**config.mk**
```make
export PLATFORM = sky130hd
export DESIGN_NAME = spi_tx_framer
export DESIGN_NICKNAME = d
export VERILOG_FILES = /design/src/rtl/spi_pkg.sv /design/src/rtl/spi_byte_fifo.sv /design/src/rtl/spi_tx_framer.sv
export SDC_FILE = /design/constraint.sdc
export NUM_CORES = 1
export LEC_CHECK = 0
export CAP_MARGIN = 20
export CELL_PAD_IN_SITES_DETAIL_PLACEMENT = 1
export CELL_PAD_IN_SITES_GLOBAL_PLACEMENT = 1
export CORE_MARGIN = 3
export CORE_UTILIZATION = 45
export CTS_CLUSTER_SIZE = 8
export DETAILED_ROUTE_END_ITERATION = 6
export PLACE_DENSITY_LB_ADDON = 0.15
export SYNTH_ARGS = -nofsm -noshare
export SYNTH_HDL_FRONTEND = slang
export SYNTH_SLANG_ARGS = --single-unit
```
**constraint.sdc**
```tcl
create_clock -name clk -period 2.89 [get_ports clk]
set_input_delay 0.578 -clock clk [delete_from_list [all_inputs] [get_ports clk]]
set_output_delay 0.578 -clock clk [all_outputs]
set_load 0.05 [all_outputs]
```
**src/rtl/spi_pkg.sv**
```systemverilog
// Shared types and defaults for the SPI transmit framer.
package spi_pkg;

    localparam int unsigned DEF_DEPTH      = 4;
    localparam int unsigned DEF_DATA_W     = 8;
    localparam int unsigned DEF_GAP_CYCLES = 2;
    localparam int unsigned GAP_W          = 4;

    typedef enum logic [1:0] {
        IDLE  = 2'd0,
        SETUP = 2'd1,
        SEND  = 2'd2,
        TRAIL = 2'd3
    } framer_state_t;

    // Pointer width for a power-of-two FIFO; never narrower than one bit.
    function automatic int unsigned ptr_width(input int unsigned depth);
        return (depth > 1) ? $clog2(depth) : 1;
    endfunction

endpackage

```
**src/rtl/spi_byte_fifo.sv**
```systemverilog
// Synchronous FIFO of {last, data} entries feeding the framer.
module spi_byte_fifo
    import spi_pkg::*;
#(
    parameter int unsigned DEPTH = DEF_DEPTH,
    parameter int unsigned WIDTH = DEF_DATA_W + 1
) (
    input  logic                    clk,
    input  logic                    rst,
    input  logic                    push_i,
    input  logic [WIDTH-1:0]        push_data_i,
    input  logic                    pop_i,
    output logic [WIDTH-1:0]        head_o,
    output logic                    full_o,
    output logic                    empty_o,
    output logic [$clog2(DEPTH):0]  count_o,
    output logic                    overflow_o
);

    localparam int unsigned PTR_W = ptr_width(DEPTH);
    localparam int unsigned CNT_W = $clog2(DEPTH) + 1;

    logic [WIDTH-1:0] mem_q [DEPTH];
    logic [PTR_W-1:0] wr_ptr_q, wr_ptr_d;
    logic [PTR_W-1:0] rd_ptr_q, rd_ptr_d;
    logic [CNT_W-1:0] count_q, count_d;
    logic             overflow_q, overflow_d;
    logic             do_push;
    logic             do_pop;

    assign full_o     = (count_q == CNT_W'(DEPTH));
    assign empty_o    = (count_q == '0);
    assign count_o    = count_q;
    assign overflow_o = overflow_q;
    assign head_o     = mem_q[rd_ptr_q];

    // A pop frees the slot the same cycle, so a full FIFO still takes a push alongside it.
    assign do_pop  = pop_i && !empty_o;
    assign do_push = push_i && (!full_o || do_pop);

    always_comb begin
        wr_ptr_d   = wr_ptr_q;
        rd_ptr_d   = rd_ptr_q;
        count_d    = count_q;
        overflow_d = overflow_q;
        if (do_push) begin
            wr_ptr_d = wr_ptr_q + PTR_W'(1);
        end
        if (do_pop) begin
            rd_ptr_d = rd_ptr_q + PTR_W'(1);
        end
        case ({do_push, do_pop})
            2'b10:   count_d = count_q + CNT_W'(1);
            2'b01:   count_d = count_q - CNT_W'(1);
            default: count_d = count_q;
        endcase
        if (push_i && !do_push) begin
            overflow_d = 1'b1;
        end
    end

    always_ff @(posedge clk) begin
        if (rst) begin
            wr_ptr_q   <= '0;
            rd_ptr_q   <= '0;
            count_q    <= '0;
            overflow_q <= 1'b0;
            for (int i = 0; i < int'(DEPTH); i++) begin
                mem_q[i] <= '0;
            end
        end else begin
            wr_ptr_q   <= wr_ptr_d;
            rd_ptr_q   <= rd_ptr_d;
            count_q    <= count_d;
            overflow_q <= overflow_d;
            if (do_push) begin
                mem_q[wr_ptr_q] <= push_data_i;
            end
        end
    end

endmodule

```
**src/rtl/spi_tx_framer.sv**
```systemverilog
// Chip-select framing stage between the host byte port and the SPI shifter.
module spi_tx_framer
    import spi_pkg::*;
#(
    parameter int unsigned DEPTH      = DEF_DEPTH,
    parameter int unsigned DATA_W     = DEF_DATA_W,
    parameter int unsigned GAP_CYCLES = DEF_GAP_CYCLES
) (
    input  logic                    clk,
    input  logic                    rst,
    input  logic                    wr_en,
    input  logic [DATA_W-1:0]       wr_data,
    input  logic                    wr_last,
    output logic                    full,
    output logic                    empty,
    output logic [$clog2(DEPTH):0]  count,
    output logic                    overflow,
    output logic                    tx_valid,
    output logic [DATA_W-1:0]       tx_data,
    input  logic                    tx_ready,
    output logic                    cs_n,
    output logic                    busy
);

    localparam int unsigned ENTRY_W = DATA_W + 1;

    framer_state_t      state_q;
    logic [GAP_W-1:0]   gap_q;
    logic [ENTRY_W-1:0] head;
    logic               head_last;
    logic               pop;

    assign head_last = head[DATA_W];
    assign tx_data   = head[DATA_W-1:0];

    // Handshake outputs decode only registered state and registered occupancy.
    assign tx_valid = (state_q == SEND) && !empty;
    assign cs_n     = (state_q == IDLE);
    assign busy     = (state_q != IDLE);
    assign pop      = tx_valid && tx_ready;

    spi_byte_fifo #(
        .DEPTH (DEPTH),
        .WIDTH (ENTRY_W)
    ) u_fifo (
        .clk         (clk),
        .rst         (rst),
        .push_i      (wr_en),
        .push_data_i ({wr_last, wr_data}),
        .pop_i       (pop),
        .head_o      (head),
        .full_o      (full),
        .empty_o     (empty),
        .count_o     (count),
        .overflow_o  (overflow)
    );

    // Frame sequencing; TRAIL holds cs_n low for GAP_CYCLES after the last byte.
    always_ff @(posedge clk) begin
        if (rst) begin
            state_q <= IDLE;
            gap_q   <= '0;
        end else begin
            case (state_q)
                IDLE: begin
                    if (!empty) begin
                        state_q <= SETUP;
                    end
                end
                SETUP: begin
                    state_q <= SEND;
                end
                SEND: begin
                    if (pop && head_last) begin
                        state_q <= TRAIL;
                        gap_q   <= GAP_W'(GAP_CYCLES);
                    end
                end
                TRAIL: begin
                    if (gap_q <= GAP_W'(1)) begin
                        state_q <= IDLE;
                    end else begin
                        gap_q <= gap_q - GAP_W'(1);
                    end
                end
                default: begin
                    state_q <= IDLE;
                end
            endcase
        end
    end

endmodule
```
==> impl_results.md <==
* Starting Density at a little under half
* Run status: finished, final reports clean
* Final Slew Violations at 0
* Reg2reg end: u_fifo.count_o[2]$_SDFFE_PP0P_
* IO Port Bufs at 29
* Leak pwr at 1.12 nW
* Pin count of the biggest net entering global routing at 18
* Placed cell areas at roughly 2900 sq um
* Die area at around 6400 sq um
* Reg power frac at between 40 and 50%
* DR vias/cell at between 5 and 6
* Vias in the first global route at between 1500 and 2000
* RR Startpoint: state_q[0]$_SDFFE_PP0P_
* Die boundary height at 80.2 microns
* NetSw at 0.586 mW
* RSZ-0062 raised after global routing: false
* Final instance area at about 3000 sq um
* Crit-path max FO at 8
* Clock Skews at 0.00580 ns
* GP Congestion at between 0.8 and 0.9
* Startpoint types: flop
* Worst hold path class: flop to flop
* Layout cells sized above 1 at between 20% and 30%
* MaxCap Viol Count at 0
* Post-CTS Resized at 0
* Clock latency at the later pin of the worst-skew pair at ~0.30 ns
* Combinational Power Share at between 20% and 30%
* Post-synth cell types at between 40 and 50
* Initial antenna violation count at 0
* FF-to-FF setup slack at about 0.32 ns
* Gr ovfl total at 0
* Max incr delay on CP at ~0.80 ns
* Post-CTS setup buffer count at 0
* Final setup viols at 0
* Worst Path Arrival at about 2.1 ns
* Width of the die at approximately 80 microns
* Hold Path End: u_fifo.overflow_o$_SDFFE_PP0P_
* HP Start: u_fifo.overflow_o$_SDFFE_PP0P_
* Net count, final at 249
* R2R cell count at 10
* WP data required at 2.31 ns
* DR pass1 iterations at 3
* CTS tree: yes
* Sequence of cells on the critical path: or3b_4 -> inv_1 -> clkdlybuf4s50_1
* Rel. slew slack at roughly two thirds
* Hold depth at 2
* Worst Max-Slew Pin Slew at 0.507 ns
* FFs w/ async S/R, synth at 0%
* Maximum clock rate at between 0.3 and 0.4 GHz
* Min Hold Slack at 0.491 ns
* # DRC at 0
* Top Ports at 30
* Post-synth EDFFs at 36
* Initial DRC count at 68
* Yosys warns at 0
* Detailed Place HPWL at about 3800 microns
* Worst-path clk slew at approximately 0.090 ns
* Tot Pwr at between 1.5 and 2 mW
* Hold Fails Final Rpt at 0
* Minimum clock period after layout at between 2 and 3 ns
* CTS root buffer: clkbuf_8
* Global-route wire length before repair at roughly 8600 microns
* Clock Power Share at between 20% and 30%
* CTS sink cnt at 52
* CTS buffer count at 5
* Pwr per Cell Area at 611 nW/um^2
* Util after Layout at around 57%
* Wirelength per Cell at between 15 and 20 microns
* Core area at around 5200 sq um
* Post-DRT Antenna Nets at 0
* Synth Flop Type: edfxtp_1
* FF+latch count, synth at 52
* GRT Overall Usage at approximately 18%
* Sequential share of the synthesized area at between 50% and 60%
* Critical path's slowest cell: clkdlybuf4s50_1
* CTS max path bufs at 2
* Internal at between 1 and 1.5 mW
* Sw frac at approximately a third
* Routed wire length at between 5000 and 6000 microns
* Worst vdd ir at between 0.0003 and 0.0004 V
* # diodes at 0
* Mean area per synthesized cell at between 10 and 15 sq um
* CTS H-tree depth at 2
* Final worst path period share at between 90% and 100%
* Mapped Area at between 2000 and 2500 sq um
* Layout area overhead at 19.8%
* Synth Instances at around 190
* Hold-fix buffers, CTS at 0
* Via count at between 1500 and 2000
* Crit. End Element: primary output
* Num rows at 26
* Setup tns final at 0 ns
* WS Path Type: flop to primary output
* Syn nets at 210
cell usage in the layout (no fill, tap or decap), types with 2 or more instances in the layout:
cell / Yosys / layout
nor4_1: 2 / 2
nor2_1: 11 / 11
mux4_2: 9 / 9
xor2_1: 4 / 4
a21oi_1: 7 / 7
dfxtp_1: 16 / 16
clkbuf_8: 0 / 5
o31ai_1: 2 / 2
o21ai_0: 4 / 4
buf_4: 0 / 8
inv_1: 14 / 14
xnor2_1: 2 / 2
and2_2: 15 / 15
or4_1: 4 / 4
and2_1: 22 / 22
nand2_1: 3 / 3
edfxtp_1: 36 / 36
clkdlybuf4s50_1: 0 / 29
or2_2: 3 / 3
ha_1: 7 / 7
per-stage QoR:
step                std cells  setup WS, ns
global placement          291         0.158
CTS                       299         0.191
global route              299         0.122
finish                    299         0.203
detailed placement        291        0.0766
floorplan                 189        0.0168
cell usage after synthesis (2+ instances only):
cell | count | area (sq um)
ha_1 | 7 | 87.6
or4_1 | 4 | 30.0
or2_2 | 3 | 18.8
dfxtp_1 | 16 | 320
clkbuf_1 | 2 | 7.51
inv_1 | 14 | 52.6
and2_2 | 15 | 113
nand2_1 | 3 | 11.3
a21oi_1 | 7 | 35.0
o31ai_1 | 2 | 15.0
mux4_2 | 9 | 203
o21ai_0 | 4 | 20.0
edfxtp_1 | 36 | 1080
nor2_1 | 11 | 41.3
buf_6 | 2 | 22.5
xor2_1 | 4 | 35.0
xnor2_1 | 2 | 17.5
and2_1 | 22 | 138
nor4_1 | 2 | 12.5
per-layer routing:
| metal | part of all wire [%] | up-vias | wire length (microns) | track usage, % |
|---|---|---|---|---|
| li1 | - | 754 | - | - |
| met1 | 39 | 802 | 2020 | 18.6 |
| met2 | 55 | 39 | 2820 | 34.9 |
| met3 | 4.1 | 10 | 210 | 4.26 |
| met4 | 1.5 | 0 | 76 | 5.07 |
| met5 | 0 | - | 0 | 0 |
power groups by stage:
stage                     combinational [mW]  sequential (mW)  clock (mW)
after floorplan                        0.333            0.921           0
after global placement                 0.497            0.906           0
after detailed placement               0.516            0.913           0
after CTS                              0.520            0.895       0.419
after global routing                   0.554            0.902       0.450
final                                  0.513            0.894       0.409
state kept, by name, indices dropped and copies added, names as in the netlist, named ones only:
| name | count |
|---|---|
| u_fifo.wr_ptr_q | 2 |
| u_fifo.rd_ptr_q | 2 |
| u_fifo.count_o | 3 |
| gap_q | 4 |
| state_q | 2 |
| u_fifo.overflow_o | 1 |
| u_fifo.mem_q | 36 |
worst max-delay path, delay by kind of cell (launching register included):
family / cells / cell delay (ns)
buf+inv: 2 / 0.90
simple gates: 1 / 0.45
flops: 1 / 0.47
cell type report:
cell class	count	area, sq um
tap	70	87.6
clock buffer	6	72.6
fill	537	2230
sequential	52	1400
inverter	14	52.6
multi-input combinational	118	991
timing repair buffer	37	350
clock inverter	2	16.3
worst max path at each step:
stage                                        start                              to  slack (ns)
floorplan           u_fifo.count_o[0]$_SDFFE_PP0P_                        tx_valid        0.02
global placement                          tx_ready  u_fifo.count_o[2]$_SDFFE_PP0P_        0.16
detailed placement                        tx_ready  u_fifo.count_o[2]$_SDFFE_PP0P_        0.08
CTS                 u_fifo.count_o[2]$_SDFFE_PP0P_                            full        0.19
global route        u_fifo.count_o[2]$_SDFFE_PP0P_                            full        0.12
finish              u_fifo.count_o[2]$_SDFFE_PP0P_                            full        0.20
cell families after synthesis:
| kind of cell | after synthesis | synth area share [%] |
|---|---|---|
| flip-flops | 52 | 56.5 |
| AND/OR/NAND/NOR | 70 | 17.8 |
| adder cells (fa/ha/maj) | 8 | 4.34 |
| buffers and inverters | 19 | 3.53 |
| multiplexers | 10 | 8.58 |
| XOR/XNOR | 6 | 2.12 |
| AO/OA/AOI/OAI | 24 | 7.11 |
Note: power is estimated with default switching activity, not from simulation.
